**src/rtl/accel_spi_sequencer.sv**
```systemverilog
// Accelerometer SPI sequencer: powers up, writes POWER_CTL, then polls X/Y through
// an external byte engine on a sample timer or a data-ready interrupt.
module accel_spi_sequencer #(
  parameter int PWRUP_CYCLES   = 500000,
  parameter int SAMPLE_CYCLES  = 1000000,
  parameter int TIMEOUT_CYCLES = 1024,
  parameter int CS_SETUP       = 2,
  parameter int CS_GAP         = 8
) (
  input  logic       clk,
  input  logic       reset,
  input  logic       int1,
  input  logic       spi_busy,
  input  logic       spi_done,
  input  logic [7:0] spi_rx,
  output logic       spi_start,
  output logic [7:0] spi_tx,
  output logic       ss_n,
  output logic [7:0] accel_x,
  output logic [7:0] accel_y,
  output logic       sample_valid,
  output logic       cfg_done,
  output logic       err
);

  typedef enum logic [2:0] {PWRUP, SETUP, ISSUE, WAIT, GAP, IDLE} state_t;

  state_t      state, state_nxt;
  logic [31:0] cnt;
  logic [31:0] timer;
  logic [1:0]  byte_idx;
  logic        is_read;
  logic        pending;
  logic        int_s1, int_s2, int_s3;
  logic [7:0]  x_hold;
  logic        int_rise, timer_wrap, start_read, last_byte, timeout_hit, byte_done;

  function automatic logic [7:0] tx_byte(input logic rd, input logic [1:0] idx);
    logic [7:0] b;
    b = 8'h00;
    if (rd) begin
      case (idx)
        2'd0:    b = 8'h0B;
        2'd1:    b = 8'h08;
        default: b = 8'h00;
      endcase
    end else begin
      case (idx)
        2'd0:    b = 8'h0A;
        2'd1:    b = 8'h2D;
        2'd2:    b = 8'h02;
        default: b = 8'h00;
      endcase
    end
    return b;
  endfunction

  assign int_rise    = int_s2 & ~int_s3;
  assign timer_wrap  = (timer == 32'(SAMPLE_CYCLES - 1));
  assign start_read  = (state == IDLE) && (timer_wrap || pending || int_rise);
  assign last_byte   = is_read ? (byte_idx == 2'd3) : (byte_idx == 2'd2);
  assign byte_done   = (state == WAIT) && spi_done;
  assign timeout_hit = (state == WAIT) && !spi_done && (cnt == 32'(TIMEOUT_CYCLES - 1));

  always_comb begin
    state_nxt = state;
    spi_start = 1'b0;
    spi_tx    = 8'h00;
    case (state)
      PWRUP: if (cnt == 32'(PWRUP_CYCLES - 1)) state_nxt = SETUP;
      SETUP: if (cnt == 32'(CS_SETUP - 1)) state_nxt = ISSUE;
      ISSUE: begin
        spi_tx = tx_byte(is_read, byte_idx);
        if (!spi_busy) begin
          spi_start = 1'b1;
          state_nxt = WAIT;
        end
      end
      WAIT: begin
        spi_tx = tx_byte(is_read, byte_idx);
        if (spi_done)         state_nxt = last_byte ? GAP : ISSUE;
        else if (timeout_hit) state_nxt = GAP;
      end
      // A cleared cfg_done after the gap means a timeout forced reconfiguration
      GAP:   if (cnt == 32'(CS_GAP - 1)) state_nxt = cfg_done ? IDLE : SETUP;
      IDLE:  if (start_read) state_nxt = SETUP;
      default: state_nxt = PWRUP;
    endcase
  end

  always_ff @(posedge clk or negedge reset) begin
    if (!reset) begin
      state        <= PWRUP;
      cnt          <= '0;
      timer        <= '0;
      byte_idx     <= '0;
      is_read      <= 1'b0;
      pending      <= 1'b0;
      int_s1       <= 1'b0;
      int_s2       <= 1'b0;
      int_s3       <= 1'b0;
      ss_n         <= 1'b1;
      accel_x      <= 8'h00;
      accel_y      <= 8'h00;
      sample_valid <= 1'b0;
      cfg_done     <= 1'b0;
      err          <= 1'b0;
    end else begin
      state  <= state_nxt;
      cnt    <= (state_nxt != state) ? '0 : cnt + 32'd1;
      int_s1 <= int1;
      int_s2 <= int_s1;
      int_s3 <= int_s2;
      ss_n   <= !(state_nxt == SETUP || state_nxt == ISSUE || state_nxt == WAIT);

      // The sample period is measured from the start of the previous read
      if (!cfg_done || start_read || timer_wrap) timer <= '0;
      else                                       timer <= timer + 32'd1;

      if (start_read)                     pending <= 1'b0;
      else if (int_rise && state != IDLE) pending <= 1'b1;

      if (state != SETUP && state_nxt == SETUP) begin
        byte_idx <= '0;
        is_read  <= cfg_done;
      end else if (byte_done && !last_byte) begin
        byte_idx <= byte_idx + 2'd1;
      end

      sample_valid <= byte_done && last_byte && is_read;
      if (byte_done && last_byte && is_read) begin
        accel_x <= x_hold;
        accel_y <= spi_rx;
      end

      if (byte_done && last_byte && !is_read) cfg_done <= 1'b1;
      else if (timeout_hit)                   cfg_done <= 1'b0;

      if (timeout_hit) err <= 1'b1;
    end
  end

  always_ff @(posedge clk) begin
    if (byte_done && is_read && byte_idx == 2'd2) x_hold <= spi_rx;
  end

endmodule

```
**config.mk**
```make
export PLATFORM = sky130hd
export DESIGN_NAME = accel_spi_sequencer
export DESIGN_NICKNAME = d
export VERILOG_FILES = /design/src/rtl/accel_spi_sequencer.sv
export SDC_FILE = /design/constraint.sdc
export NUM_CORES = 1
export LEC_CHECK = 0
export ABC_AREA = 1
export CORE_MARGIN = 2
export CORE_UTILIZATION = 55
export DETAILED_ROUTE_END_ITERATION = 6
export HOLD_SLACK_MARGIN = 0.08
export MAX_ROUTING_LAYER = met4
export PLACE_DENSITY = 0.72
export SLEW_MARGIN = 10
export SYNTH_ARGS = -nofsm -noshare
export SYNTH_HDL_FRONTEND = slang
export SYNTH_SLANG_ARGS = --single-unit
```
**constraint.sdc**
```tcl
create_clock -name clk -period 4.5 [get_ports clk]
set_input_delay 0.9 -clock clk [delete_from_list [all_inputs] [get_ports clk]]
set_output_delay 0.9 -clock clk [all_outputs]
set_load 0.05 [all_outputs]
```
==> impl_summary.log, run 1 <==
[metrics] result of the run: completed
[metrics] CP Depth: 3
[metrics] area enclosed by the die boundary: 11600 µm²
[metrics] data required time of the critical path: 3.60 ns
[metrics] Clock Tree Buf Depth: 2
[metrics] warning count from the yosys run: 0
[metrics] non-filler cells, final: 876
[metrics] Int Pwr: 1.19 mW
[metrics] Placed Cells incl. Taps: 860
[metrics] sw power: 340 µW
[metrics] net switching share of the total power: 0.222
[metrics] Chip Height: 108 µm
[metrics] global routing usage summed across all routing layers: 0.236
[metrics] worst path arrival time: about 2.4 ns
[metrics] largest family of logic cells by synthesized area: simple AND/OR/NAND/NOR gates
[metrics] number of buffers inserted by hold repair at cts: 0
[metrics] post-synthesis xor/xnor area fraction: 0.0679
[metrics] kind of cell with the highest combined delay on the critical path: buffers and inverters
[metrics] area growth from synthesis to final layout: 10.8%
[metrics] slew margin rel.: 0.241
[metrics] Critical Path End Type: output pin
[metrics] buffer and inverter count on the worst path: 2
[metrics] library cell used as clock root buffer: sky130_fd_sc_hd__clkbuf_8
[metrics] share of layout cells above drive strength 1: 0.146
[metrics] largest area contributor in the netlist: sky130_fd_sc_hd__dfrtp_1
[metrics] leading post-synthesis cells by cell area: sky130_fd_sc_hd__dfrtp_1, sky130_fd_sc_hd__nor2_1, sky130_fd_sc_hd__nand2_1, sky130_fd_sc_hd__nor2_4, sky130_fd_sc_hd__xor2_1
[metrics] Worst-path clk slew: 0.09 ns
[metrics] starting density of the core: 0.570
[metrics] part of the power in combinational logic: 0.022
[metrics] Yosys cell types: 43
[metrics] RSZ-0062 raised after global routing: false
[metrics] synthesized-area fraction occupied by ao, oa, aoi and oai cells: 0.0270
[metrics] cell count after synthesis: approximately 700
[metrics] overall die width: 108 µm
[metrics] slew at the pin with the worst max-slew slack: 1.13 ns
[metrics] FP Rows: 37
[metrics] max-capacitance violation count: 0
[metrics] Period minus WS final: 3.25 ns
[metrics] number of buffer cells added on primary ports: 38
[metrics] vias per cell: 5.28
[metrics] final worst path period share: 0.723
[metrics] critical-path maximum fanout: 2
[metrics] routed wire length: 12200 µm
[metrics] endpoints failing hold: 0
[metrics] number of setup violations in the final report: 0
[metrics] level count of the clock H-tree: 3
[metrics] clock latency on the worst-skew pair: 0.39 ns
[metrics] Reg2Reg Setup Slack: 1.86 ns
[metrics] fraction of registers with async set or reset after synthesis: 0.922
[metrics] cell repeated most along the worst path: sky130_fd_sc_hd__clkdlybuf4s50_1
[metrics] most common library cell in the layout ignoring fill and taps: sky130_fd_sc_hd__nor2_1
[metrics] worst voltage drop across the vdd grid: between 0.0002 and 0.00025 V
[metrics] proportion of synthesized area in mux cells: 0.0304
[metrics] final weighted congestion in routability-driven placement: 0.992
[metrics] count of final max-slew check failures: 0
[metrics] Inserted Clock Buffers: 9
[metrics] Avg Synthesized Cell Area: between 8 and 9 µm²
[metrics] violation count after the first detailed-routing iteration: 258
[metrics] fraction of the yosys area taken by sequential cells: 0.437
[metrics] Worst setup SP type: input port
[metrics] routed via count: 4623
[metrics] adder-cell area share of the yosys netlist: 0.0169
[metrics] DRC: 0
[metrics] Routed wire per std cell: 13.9 µm
[metrics] biggest cell delay along the critical path: 0.83 ns
[metrics] total clock sinks: 102
[metrics] IO Count: 42
[metrics] Final Skew: between 0.01 and 0.015 ns
[metrics] highest-delay cell along the critical path: sky130_fd_sc_hd__clkdlybuf4s50_1
[metrics] Leak Pwr: 2.87 nW
[metrics] Critical path origin: spi_busy
[metrics] global route overflow: 0
[metrics] number of antenna cells inserted: 0
[metrics] Clk pwr share: 0.372
[metrics] global-route wire length before repair: 21000 µm
[metrics] vias in the first global route: between 4000 and 5000
[metrics] top library cells by usage in the layout, fill and taps aside: sky130_fd_sc_hd__nor2_1, sky130_fd_sc_hd__nand2_1, sky130_fd_sc_hd__dfrtp_1
[metrics] portion of synthesized cell area occupied by the leading cell type: 0.392
[metrics] Pwr Density: 233 nW/µm²
[metrics] number of cells on the worst reg-to-reg path: 11
[metrics] class of the most critical setup path: input port to output pin
[metrics] layout net count: 756
[metrics] sequential cell fraction of total power: 0.606
[metrics] buffers inserted during post-CTS setup optimization: 0
[metrics] post-synthesis simple-gate area fraction: 0.349
[metrics] TritonCTS clock tree: yes
[metrics] post-route setup TNS: 0 ns
[metrics] Hold Crit Class: flop to flop
[metrics] post_cts resized: 0
[metrics] primary flip-flop cell chosen by synthesis mapping: sky130_fd_sc_hd__dfrtp_1
[metrics] Netlist Area Pre-Place: 5930 µm²
[metrics] Detailed Place HPWL: ~9000 µm
[metrics] total iterations of the first detailed-routing run: 5
[metrics] Final ANT Viol Nets: 0
[metrics] number of enable-type register cells in the synthesized netlist: 8
[metrics] start of the worst register-to-register path: byte_idx[0]$_DFFE_PN0P_
[metrics] antenna violations before repair: 0
[metrics] Min-Delay Path Depth: 0
[metrics] timing-limited maximum frequency: about 300 MHz
[metrics] largest net degree at the start of global routing: 76
[metrics] min-delay src: int_s1$_DFF_PN0_
[metrics] core footprint: approximately 10000 µm²
[metrics] Critical Path, Cell by Cell: clkdlybuf4s50_1 > nor3_2 > clkdlybuf4s50_1
[metrics] post-synthesis sequential element count: slightly above 100
flip-flops by register name (all words and copies together), names as in the netlist:
| signal | count |
|---|---|
| cnt | 32 |
| sample_valid | 1 |
| cfg_done | 1 |
| int_s3 | 1 |
| err | 1 |
| byte_idx | 2 |
| int_s1 | 1 |
| timer | 32 |
| ss_n | 1 |
| pending | 1 |
| accel_x | 8 |
| x_hold | 8 |
| accel_y | 8 |
| is_read | 1 |
| state | 3 |
| int_s2 | 1 |
metrics by stage:
stage          cell area, µm²  hold slack (ns)  setup WS [ns]  total power [mW]   util
2_1_floorplan            5940            0.331           1.40             0.954      -
3_3_place_gp             6380            0.343           1.28             0.981  0.613
3_5_place_dp             6380            0.336           1.25             0.981  0.613
4_1_cts                  6570            0.379           1.24              1.55  0.631
5_1_grt                  6570            0.392           1.17              1.59  0.631
6_report                 6570            0.379           1.25              1.53  0.631
cell type report:
cell class                 count  area [µm²]
timing repair buffer          39         385
tap                          136         170
clock inverter                 7        63.8
clock buffer                   9         124
sequential                   102        2590
multi-input combinational    500        2920
inverter                      83         312
fill                         892        3840
logic make-up after synthesis:
group,Yosys count
simple gates,399
xor+xnor,46
compound gates,28
buf+inv,94
other cells,1
flops,102
mux,16
fa+ha+maj,8
metal layers:
metal	GRT usage	vias up	part of all wire
met3	0.0660	21	0.055
met2	0.371	121	0.47
met5	-	-	0
met1	0.296	2206	0.46
li1	-	2275	-
met4	0.0751	0	0.017
power groups by stage:
stage	clock network [mW]	registers (mW)	logic [mW]
floorplan	0	0.946	0.00770
global placement	0	0.946	0.0347
detailed placement	0	0.946	0.0354
CTS	0.588	0.928	0.0356
global route	0.624	0.928	0.0384
finish	0.570	0.928	0.0338
cell usage after synthesis (2+ instances only):
library cell	number
sky130_fd_sc_hd__ha_1	8
sky130_fd_sc_hd__nor4_1	9
sky130_fd_sc_hd__nand3_1	24
sky130_fd_sc_hd__xnor2_1	9
sky130_fd_sc_hd__edfxtp_1	8
sky130_fd_sc_hd__nor2_1	124
sky130_fd_sc_hd__dfrtp_1	93
sky130_fd_sc_hd__mux2_2	16
sky130_fd_sc_hd__nor2_4	36
sky130_fd_sc_hd__nand2_1	120
sky130_fd_sc_hd__nand2_2	8
sky130_fd_sc_hd__o22ai_1	2
sky130_fd_sc_hd__nor2_2	5
sky130_fd_sc_hd__nor3_1	31
sky130_fd_sc_hd__buf_12	3
sky130_fd_sc_hd__inv_2	8
sky130_fd_sc_hd__buf_4	4
sky130_fd_sc_hd__nand3_2	2
sky130_fd_sc_hd__xor2_1	37
sky130_fd_sc_hd__a21oi_1	12
sky130_fd_sc_hd__inv_1	75
sky130_fd_sc_hd__clkbuf_1	3
sky130_fd_sc_hd__nand2_4	4
sky130_fd_sc_hd__nor3_2	7
sky130_fd_sc_hd__o21bai_1	2
sky130_fd_sc_hd__nand4_1	18
sky130_fd_sc_hd__nor3b_1	4
sky130_fd_sc_hd__o21ai_0	7
worst paths after layout:
check                                              end
worst min-delay path                  int_s2$_DFF_PN0_
worst max-delay path                         spi_start
worst max register to register        cnt[0]$_DFF_PN0_
min in group asynchronous          timer[24]$_DFF_PN0_
worst min register to register        int_s2$_DFF_PN0_
max in group asynchronous       accel_y[5]$_DFFE_PN0P_
Note: power is estimated with default switching activity, not from simulation.
==> inputs of run 2 (changes only) <==
--- a/config.mk
+++ b/config.mk
@@ -7,11 +7,11 @@
 export LEC_CHECK = 0
 export ABC_AREA = 1
 export CORE_MARGIN = 2
-export CORE_UTILIZATION = 55
+export CORE_UTILIZATION = 54
 export DETAILED_ROUTE_END_ITERATION = 6
 export HOLD_SLACK_MARGIN = 0.08
 export MAX_ROUTING_LAYER = met4
-export PLACE_DENSITY = 0.72
+export PLACE_DENSITY = 0.74
 export SLEW_MARGIN = 10
 export SYNTH_ARGS = -nofsm -noshare
 export SYNTH_HDL_FRONTEND = slang
==> constraint.sdc (replaced) <==
create_clock -name clk -period 2.95 [get_ports clk]
set_input_delay 0.59 -clock clk [delete_from_list [all_inputs] [get_ports clk]]
set_output_delay 0.59 -clock clk [all_outputs]
set_load 0.05 [all_outputs]
==> impl_summary.log, run 2 (synthesis gave the netlist of run 1 again) <==
[metrics] area enclosed by the die boundary: 11800 µm² (was 11600 µm²)
[metrics] combined area of the multi-input logic cells: 2920 µm² (unchanged)
[metrics] Final Skew: 0.0201 ns (was 0.0114 ns)
[metrics] final hold slack: 0.182 ns (was 0.379 ns)
[metrics] FP Rows: 38 (was 37)
[metrics] routed via count: 4675 (was 4623)
[metrics] total clock sinks: 102 (unchanged)
[metrics] final standard cell area without fillers: 6670 µm² (was 6570 µm²)
[metrics] leading registers by flop count: cnt x32, timer x32 (unchanged)
[metrics] number of cells on the worst reg-to-reg path: 12 (was 11)
[metrics] layout net count: 761 (was 756)
[metrics] Period minus WS final: 2.81 ns
[metrics] global-route wire length before repair: 21400 µm (was 21000 µm)
[metrics] clock latency on the worst-skew pair: 0.40 ns (was 0.39 ns)
[metrics] top library cells by usage in the layout, fill and taps aside: sky130_fd_sc_hd__nor2_1, sky130_fd_sc_hd__nand2_1, sky130_fd_sc_hd__dfrtp_1 (unchanged)
[metrics] class of the most critical setup path: flop to output pin (was input port to output pin)
[metrics] critical-path maximum fanout: 4 (was 2)
[metrics] footprint of the flip-flops and latches: 2590 µm² (unchanged)
[metrics] routed wire length: 12600 µm (was 12200 µm)
[metrics] result of the run: completed (unchanged)
[metrics] Worst-path clk slew: 0.10 ns (was 0.09 ns)
[metrics] DRC: 0 (unchanged)
[metrics] start of the worst register-to-register path: byte_idx[0]$_DFFE_PN0P_ (unchanged)
[metrics] number of antenna cells inserted: 0 (unchanged)
[metrics] final worst path period share: 0.952
[metrics] worst setup margin: 0.141 ns (was 1.25 ns)
[metrics] global routing usage summed across all routing layers: 0.239 (was 0.236)
[metrics] data required time of the critical path: 2.36 ns (was 3.60 ns)
[metrics] post_cts resized: 0 (unchanged)
[metrics] worst path arrival time: 2.22 ns (was 2.35 ns)
[metrics] area growth from synthesis to final layout: 12.4% (was 10.8%)
[metrics] number of buffer cells added on primary ports: 38 (unchanged)
[metrics] count of final max-slew check failures: 0 (unchanged)
[metrics] most common library cell in the layout ignoring fill and taps: sky130_fd_sc_hd__nor2_1 (unchanged)
[metrics] Critical Path End Type: output pin (unchanged)
[metrics] overall die width: 109 µm (was 108 µm)
[metrics] slew at the pin with the worst max-slew slack: 0.632 ns (was 1.13 ns)
[metrics] worst voltage drop across the vdd grid: 0.000381 V (was 0.000238 V)
[metrics] Leak Pwr: 2.95 nW (was 2.87 nW)
[metrics] endpoint of the most critical register-to-register path: cnt[22]$_DFF_PN0_ (was cnt[0]$_DFF_PN0_)
[metrics] core footprint: 10800 µm² (was 10400 µm²)
[metrics] number of buffers inserted by hold repair at cts: 0 (unchanged)
[metrics] largest net degree at the start of global routing: 50 (was 76)
[metrics] Hold Crit Class: input port to async pin (was flop to flop)
[metrics] cell area after placement: 6450 µm² (was 6380 µm²)
[metrics] antenna violations before repair: 0 (unchanged)
[metrics] RSZ-0062 raised after global routing: false (unchanged)
[metrics] Inserted Clock Buffers: 9 (unchanged)
[metrics] Worst setup SP type: flop (was input port)
[metrics] Pwr Density: 362 nW/µm² (was 233 nW/µm²)
[metrics] share of layout cells above drive strength 1: 0.153 (was 0.146)
[metrics] violation count after the first detailed-routing iteration: 283 (was 258)
[metrics] starting density of the core: 0.550 (was 0.570)
[metrics] final weighted congestion in routability-driven placement: 0.923 (was 0.992)
[metrics] vias per cell: 5.28 (about the same)
[metrics] level count of the clock H-tree: 3 (unchanged)
[metrics] filler cell count: 961 (was 892)
[metrics] Reg2Reg Setup Slack: 0.57 ns (was 1.86 ns)
[metrics] buffers inserted during post-CTS setup optimization: 0 (unchanged)
[metrics] endpoints failing hold: 0 (unchanged)
[metrics] Routed wire per std cell: 14.2 µm (was 13.9 µm)
[metrics] vias in the first global route: 4608 (was 4576)
[metrics] total iterations of the first detailed-routing run: 5 (unchanged)
[metrics] library cell used as clock root buffer: sky130_fd_sc_hd__clkbuf_8 (unchanged)
[metrics] timing-limited maximum frequency: 356 MHz
[metrics] global route overflow: 0 (unchanged)
[metrics] max-capacitance violation count: 0 (unchanged)
[metrics] Clock Tree Buf Depth: 2 (unchanged)
[metrics] post-placement worst setup slack: 0.436 ns (was 1.25 ns)
[metrics] TritonCTS clock tree: yes (unchanged)
[metrics] IO Count: 42 (unchanged)
[metrics] Final ANT Viol Nets: 0 (unchanged)
[metrics] number of setup violations in the final report: 0 (unchanged)
[metrics] Detailed Place HPWL: 9490 µm (was 9030 µm)
[metrics] slew margin rel.: 0.575 (was 0.241)
[metrics] Chip Height: 109 µm (was 108 µm)
[metrics] post-route setup TNS: 0 ns (unchanged)
==> run 2: metrics by stage <==
stage / util / instances / power (mW)
floorplan: - / 696 / 1.46
global placement: 0.597 / 869 / 1.50
detailed placement: 0.597 / 869 / 1.50
CTS: 0.617 / 885 / 2.45
global route: 0.618 / 885 / 2.51
finish: 0.618 / 885 / 2.41
==> run 2: final cells by class <==
class | count | area share
Tap cell | 140 | 0.0263
Sequential cell | 102 | 0.389
Clock buffer | 9 | 0.0186
Clock inverter | 7 | 0.0135
Multi-Input combinational cell | 500 | 0.438
Timing Repair Buffer | 44 | 0.0676
Inverter | 83 | 0.0467
==> run 2: per-layer routing <==
metal,global-route usage,routed length (µm)
met5,-,0
met1,0.294,5470
met4,0.0962,286
met3,0.0544,643
met2,0.384,6150
==> run 2: where the power goes <==
group / switching (mW) / internal (mW)
clock network: 0.534 / 0.411
logic: 0.0371 / 0.0165
registers: 0.000704 / 1.41
==> run 2: worst max path at each step <==
stage	endpoint	depth (start not counted)	start
finish	spi_tx[1]	5	byte_idx[0]$_DFFE_PN0P_
global route	spi_tx[1]	5	byte_idx[0]$_DFFE_PN0P_
CTS	spi_tx[2]	5	byte_idx[1]$_DFFE_PN0P_
detailed placement	cnt[22]$_DFF_PN0_	10	spi_done
global placement	cnt[25]$_DFF_PN0_	10	spi_done
floorplan	spi_tx[5]	5	byte_idx[1]$_DFFE_PN0P_
==> run 2: critical path: stages, from the launching register on <==
cell and delay, ns:
sky130_fd_sc_hd__dfrtp_1 0.42, sky130_fd_sc_hd__inv_1 0.14, sky130_fd_sc_hd__ha_1 0.19, sky130_fd_sc_hd__o21ai_0 0.10, sky130_fd_sc_hd__a21oi_1 0.15, sky130_fd_sc_hd__clkdlybuf4s50_1 0.82
==> inputs of run 3 (changes only) <==
--- a/config.mk
+++ b/config.mk
@@ -7,11 +7,11 @@
 export LEC_CHECK = 0
 export ABC_AREA = 1
 export CORE_MARGIN = 2
-export CORE_UTILIZATION = 54
+export CORE_UTILIZATION = 55
 export DETAILED_ROUTE_END_ITERATION = 6
 export HOLD_SLACK_MARGIN = 0.08
 export MAX_ROUTING_LAYER = met4
-export PLACE_DENSITY = 0.74
+export PLACE_DENSITY = 0.72
 export SLEW_MARGIN = 10
 export SYNTH_ARGS = -nofsm -noshare
 export SYNTH_HDL_FRONTEND = slang
==> constraint.sdc (replaced) <==
create_clock -name clk -period 3.2 [get_ports clk]
set_input_delay 0.64 -clock clk [delete_from_list [all_inputs] [get_ports clk]]
set_output_delay 0.64 -clock clk [all_outputs]
set_load 0.05 [all_outputs]
==> impl_summary.log, run 3 (synthesis gave the netlist of run 1 again) <==
[metrics] global routing usage summed across all routing layers: 0.246 (was 0.239)
[metrics] final weighted congestion in routability-driven placement: 0.939 (was 0.923)
[metrics] vias in the first global route: 4598 (was 4608)
[metrics] Worst setup SP type: flop (unchanged)
[metrics] Final ANT Viol Nets: 0 (unchanged)
[metrics] Hold Crit Class: input port to async pin (unchanged)
[metrics] starting density of the core: 0.570 (was 0.550)
[metrics] Reg2Reg Setup Slack: 0.72 ns (was 0.57 ns)
[metrics] net switching share of the total power: 0.227 (was 0.237)
[metrics] worst setup path endpoint: spi_tx[1] (unchanged)
[metrics] number of antenna cells inserted: 0 (unchanged)
[metrics] Critical path origin: byte_idx[0]$_DFFE_PN0P_ (unchanged)
[metrics] worst path arrival time: 2.25 ns (was 2.22 ns)
[metrics] biggest cell delay along the critical path: 0.83 ns (was 0.82 ns)
[metrics] Worst-path clk slew: 0.10 ns (about the same)
[metrics] violation count after the first detailed-routing iteration: 266 (was 283)
[metrics] highest-delay cell along the critical path: sky130_fd_sc_hd__clkdlybuf4s50_1 (unchanged)
[metrics] TritonCTS clock tree: yes (unchanged)
[metrics] global-route wire length before repair: 21700 µm (was 21400 µm)
[metrics] IO Count: 42 (unchanged)
[metrics] vias per cell: 5.23 (was 5.28)
[metrics] DRC: 0 (unchanged)
[metrics] top library cells by usage in the layout, fill and taps aside: sky130_fd_sc_hd__nor2_1, sky130_fd_sc_hd__nand2_1, sky130_fd_sc_hd__dfrtp_1 (unchanged)
[metrics] utilization of the core after routing: 0.638 (was 0.618)
[metrics] filler cell count: 895 (was 961)
[metrics] Pwr Density: 328 nW/µm² (was 362 nW/µm²)
[metrics] combined area of the multi-input logic cells: 2920 µm² (unchanged)
[metrics] class of the most critical setup path: flop to output pin (unchanged)
[metrics] sequential cell fraction of total power: 0.599 (was 0.586)
[metrics] max-capacitance violation count: 0 (unchanged)
[metrics] library cell used as clock root buffer: sky130_fd_sc_hd__clkbuf_8 (unchanged)
[metrics] critical-path maximum fanout: 4 (unchanged)
[metrics] slew at the pin with the worst max-slew slack: 0.689 ns (was 0.632 ns)
[metrics] slew margin rel.: 0.536 (was 0.575)
[metrics] overall power after layout: 2.18 mW (was 2.41 mW)
[metrics] final worst path period share: 0.902
[metrics] layout net count: 761 (unchanged)
[metrics] FP Rows: 37 (was 38)
[metrics] start of the worst register-to-register path: byte_idx[0]$_DFFE_PN0P_ (unchanged)
[metrics] Critical Path, Cell by Cell: inv_1 > ha_1 > o21ai_0 > a21oi_1 > clkdlybuf4s50_1 (unchanged)
[metrics] endpoint of the most critical register-to-register path: cnt[9]$_DFF_PN0_ (was cnt[22]$_DFF_PN0_)
[metrics] antenna violations before repair: 0 (unchanged)
[metrics] Period minus WS final: 2.89 ns
[metrics] post_cts resized: 0 (unchanged)
[metrics] area growth from synthesis to final layout: 12.0% (was 12.4%)
[metrics] count of final max-slew check failures: 0 (unchanged)
[metrics] footprint of the flip-flops and latches: 2590 µm² (unchanged)
[metrics] Leak Pwr: 2.90 nW (was 2.95 nW)
[metrics] buffers inserted during post-CTS setup optimization: 0 (unchanged)
[metrics] level count of the clock H-tree: 3 (unchanged)
[metrics] Routed wire per std cell: 14.1 µm (was 14.2 µm)
[metrics] core footprint: 10400 µm² (was 10800 µm²)
[metrics] result of the run: completed (unchanged)
[metrics] total clock sinks: 102 (unchanged)
[metrics] Int Pwr: 1.68 mW (was 1.84 mW)
[metrics] cell area after placement: 6450 µm² (about the same)
[metrics] sw power: 494 µW (was 572 µW)
[metrics] leading registers by flop count: cnt x32, timer x32 (unchanged)
[metrics] overall die width: 108 µm (was 109 µm)
[metrics] global route overflow: 0 (unchanged)
[metrics] routed via count: 4608 (was 4675)
[metrics] number of buffers inserted by hold repair at cts: 0 (unchanged)
[metrics] data required time of the critical path: 2.56 ns (was 2.36 ns)
[metrics] share of layout cells above drive strength 1: 0.152 (was 0.153)
[metrics] Detailed Place HPWL: 9580 µm (was 9490 µm)
[metrics] timing-limited maximum frequency: between 300 and 400 MHz
[metrics] endpoints failing hold: 0 (unchanged)
[metrics] number of buffer cells added on primary ports: 38 (unchanged)
[metrics] Clock Tree Buf Depth: 2 (unchanged)
[metrics] RSZ-0062 raised after global routing: false (unchanged)
[metrics] Final Skew: 0.0146 ns (was 0.0201 ns)
[metrics] Clk pwr share: 0.378 (was 0.392)
[metrics] total iterations of the first detailed-routing run: 5 (unchanged)
[metrics] number of cells on the worst reg-to-reg path: 12 (unchanged)
[metrics] number of setup violations in the final report: 0 (unchanged)
[metrics] final standard cell area without fillers: 6640 µm² (was 6670 µm²)
[metrics] routed wire length: 12400 µm (was 12600 µm)
[metrics] largest net degree at the start of global routing: 59 (was 50)
[metrics] most common library cell in the layout ignoring fill and taps: sky130_fd_sc_hd__nor2_1 (unchanged)
[metrics] part of the power in combinational logic: 0.023 (was 0.022)
[metrics] Chip Height: 108 µm (was 109 µm)
[metrics] area enclosed by the die boundary: 11600 µm² (was 11800 µm²)
[metrics] post-route setup TNS: 0 ns (unchanged)
[metrics] Critical Path End Type: output pin (unchanged)
[metrics] worst voltage drop across the vdd grid: 0.000347 V (was 0.000381 V)
[metrics] clock latency on the worst-skew pair: 0.39 ns (was 0.40 ns)
[metrics] Inserted Clock Buffers: 9 (unchanged)
run 3: cell count changes in the layout (fill, tap and decap cells not counted):
cell	change
sky130_fd_sc_hd__dlymetal6s2s_1	-2
sky130_fd_sc_hd__buf_4	-1
sky130_fd_sc_hd__clkinv_8	-1
sky130_fd_sc_hd__clkinvlp_4	+1
sky130_fd_sc_hd__inv_6	-2
sky130_fd_sc_hd__clkdlybuf4s50_1	+3
sky130_fd_sc_hd__clkinv_2	+2
run 3: cell type report:
type	instances	share of cell area
repair buffers	44	0.0674
clock inverters	7	0.0111
well taps	136	0.0256
multi-input cells	500	0.440
flip-flops and latches	102	0.390
clock buffers	9	0.0186
inverters	83	0.0469
run 3: worst min-delay path by stage:
stage | slack, ns | cells past startpoint | endpoint | from
6_report | 0.19 | 1 | timer[26]$_DFF_PN0_ | reset
5_1_grt | 0.21 | 1 | timer[25]$_DFF_PN0_ | reset
4_1_cts | 0.19 | 1 | timer[25]$_DFF_PN0_ | reset
3_5_place_dp | 0.35 | 0 | int_s2$_DFF_PN0_ | int_s1$_DFF_PN0_
3_3_place_gp | 0.34 | 0 | int_s2$_DFF_PN0_ | int_s1$_DFF_PN0_
2_1_floorplan | 0.33 | 0 | int_s2$_DFF_PN0_ | int_s1$_DFF_PN0_
run 3: critical path: cells and delay by family, from the launching register on:
kind            cells  cell delay [ns]
buf+inv             2             0.97
fa+ha+maj           1             0.19
compound gates      2             0.28
flops               1             0.41
run 3: per-stage QoR:
stage                     hold slack, ns  setup WS (ns)  cells
after floorplan                    0.331          0.360    696
after global placement             0.344          0.501    865
after detailed placement           0.346          0.435    865
after CTS                          0.195          0.296    881
after global routing               0.212          0.152    881
final                              0.188          0.314    881
run 3: routing by layer:
layer | vias up | wire length (µm) | global-route usage
li1 | 2294 | - | -
met5 | - | 0 | -
met2 | 126 | 5760 | 0.376
met3 | 17 | 758 | 0.0569
met4 | 0 | 197 | 0.0778
met1 | 2171 | 5730 | 0.326
run 3: power groups by stage:
stage	clock network (mW)	logic (mW)	registers, mW
2_1_floorplan	0	0.0108	1.33
6_report	0.823	0.0492	1.30
3_5_place_dp	0	0.0516	1.33
3_3_place_gp	0	0.0507	1.33
4_1_cts	0.846	0.0518	1.30
5_1_grt	0.902	0.0564	1.31
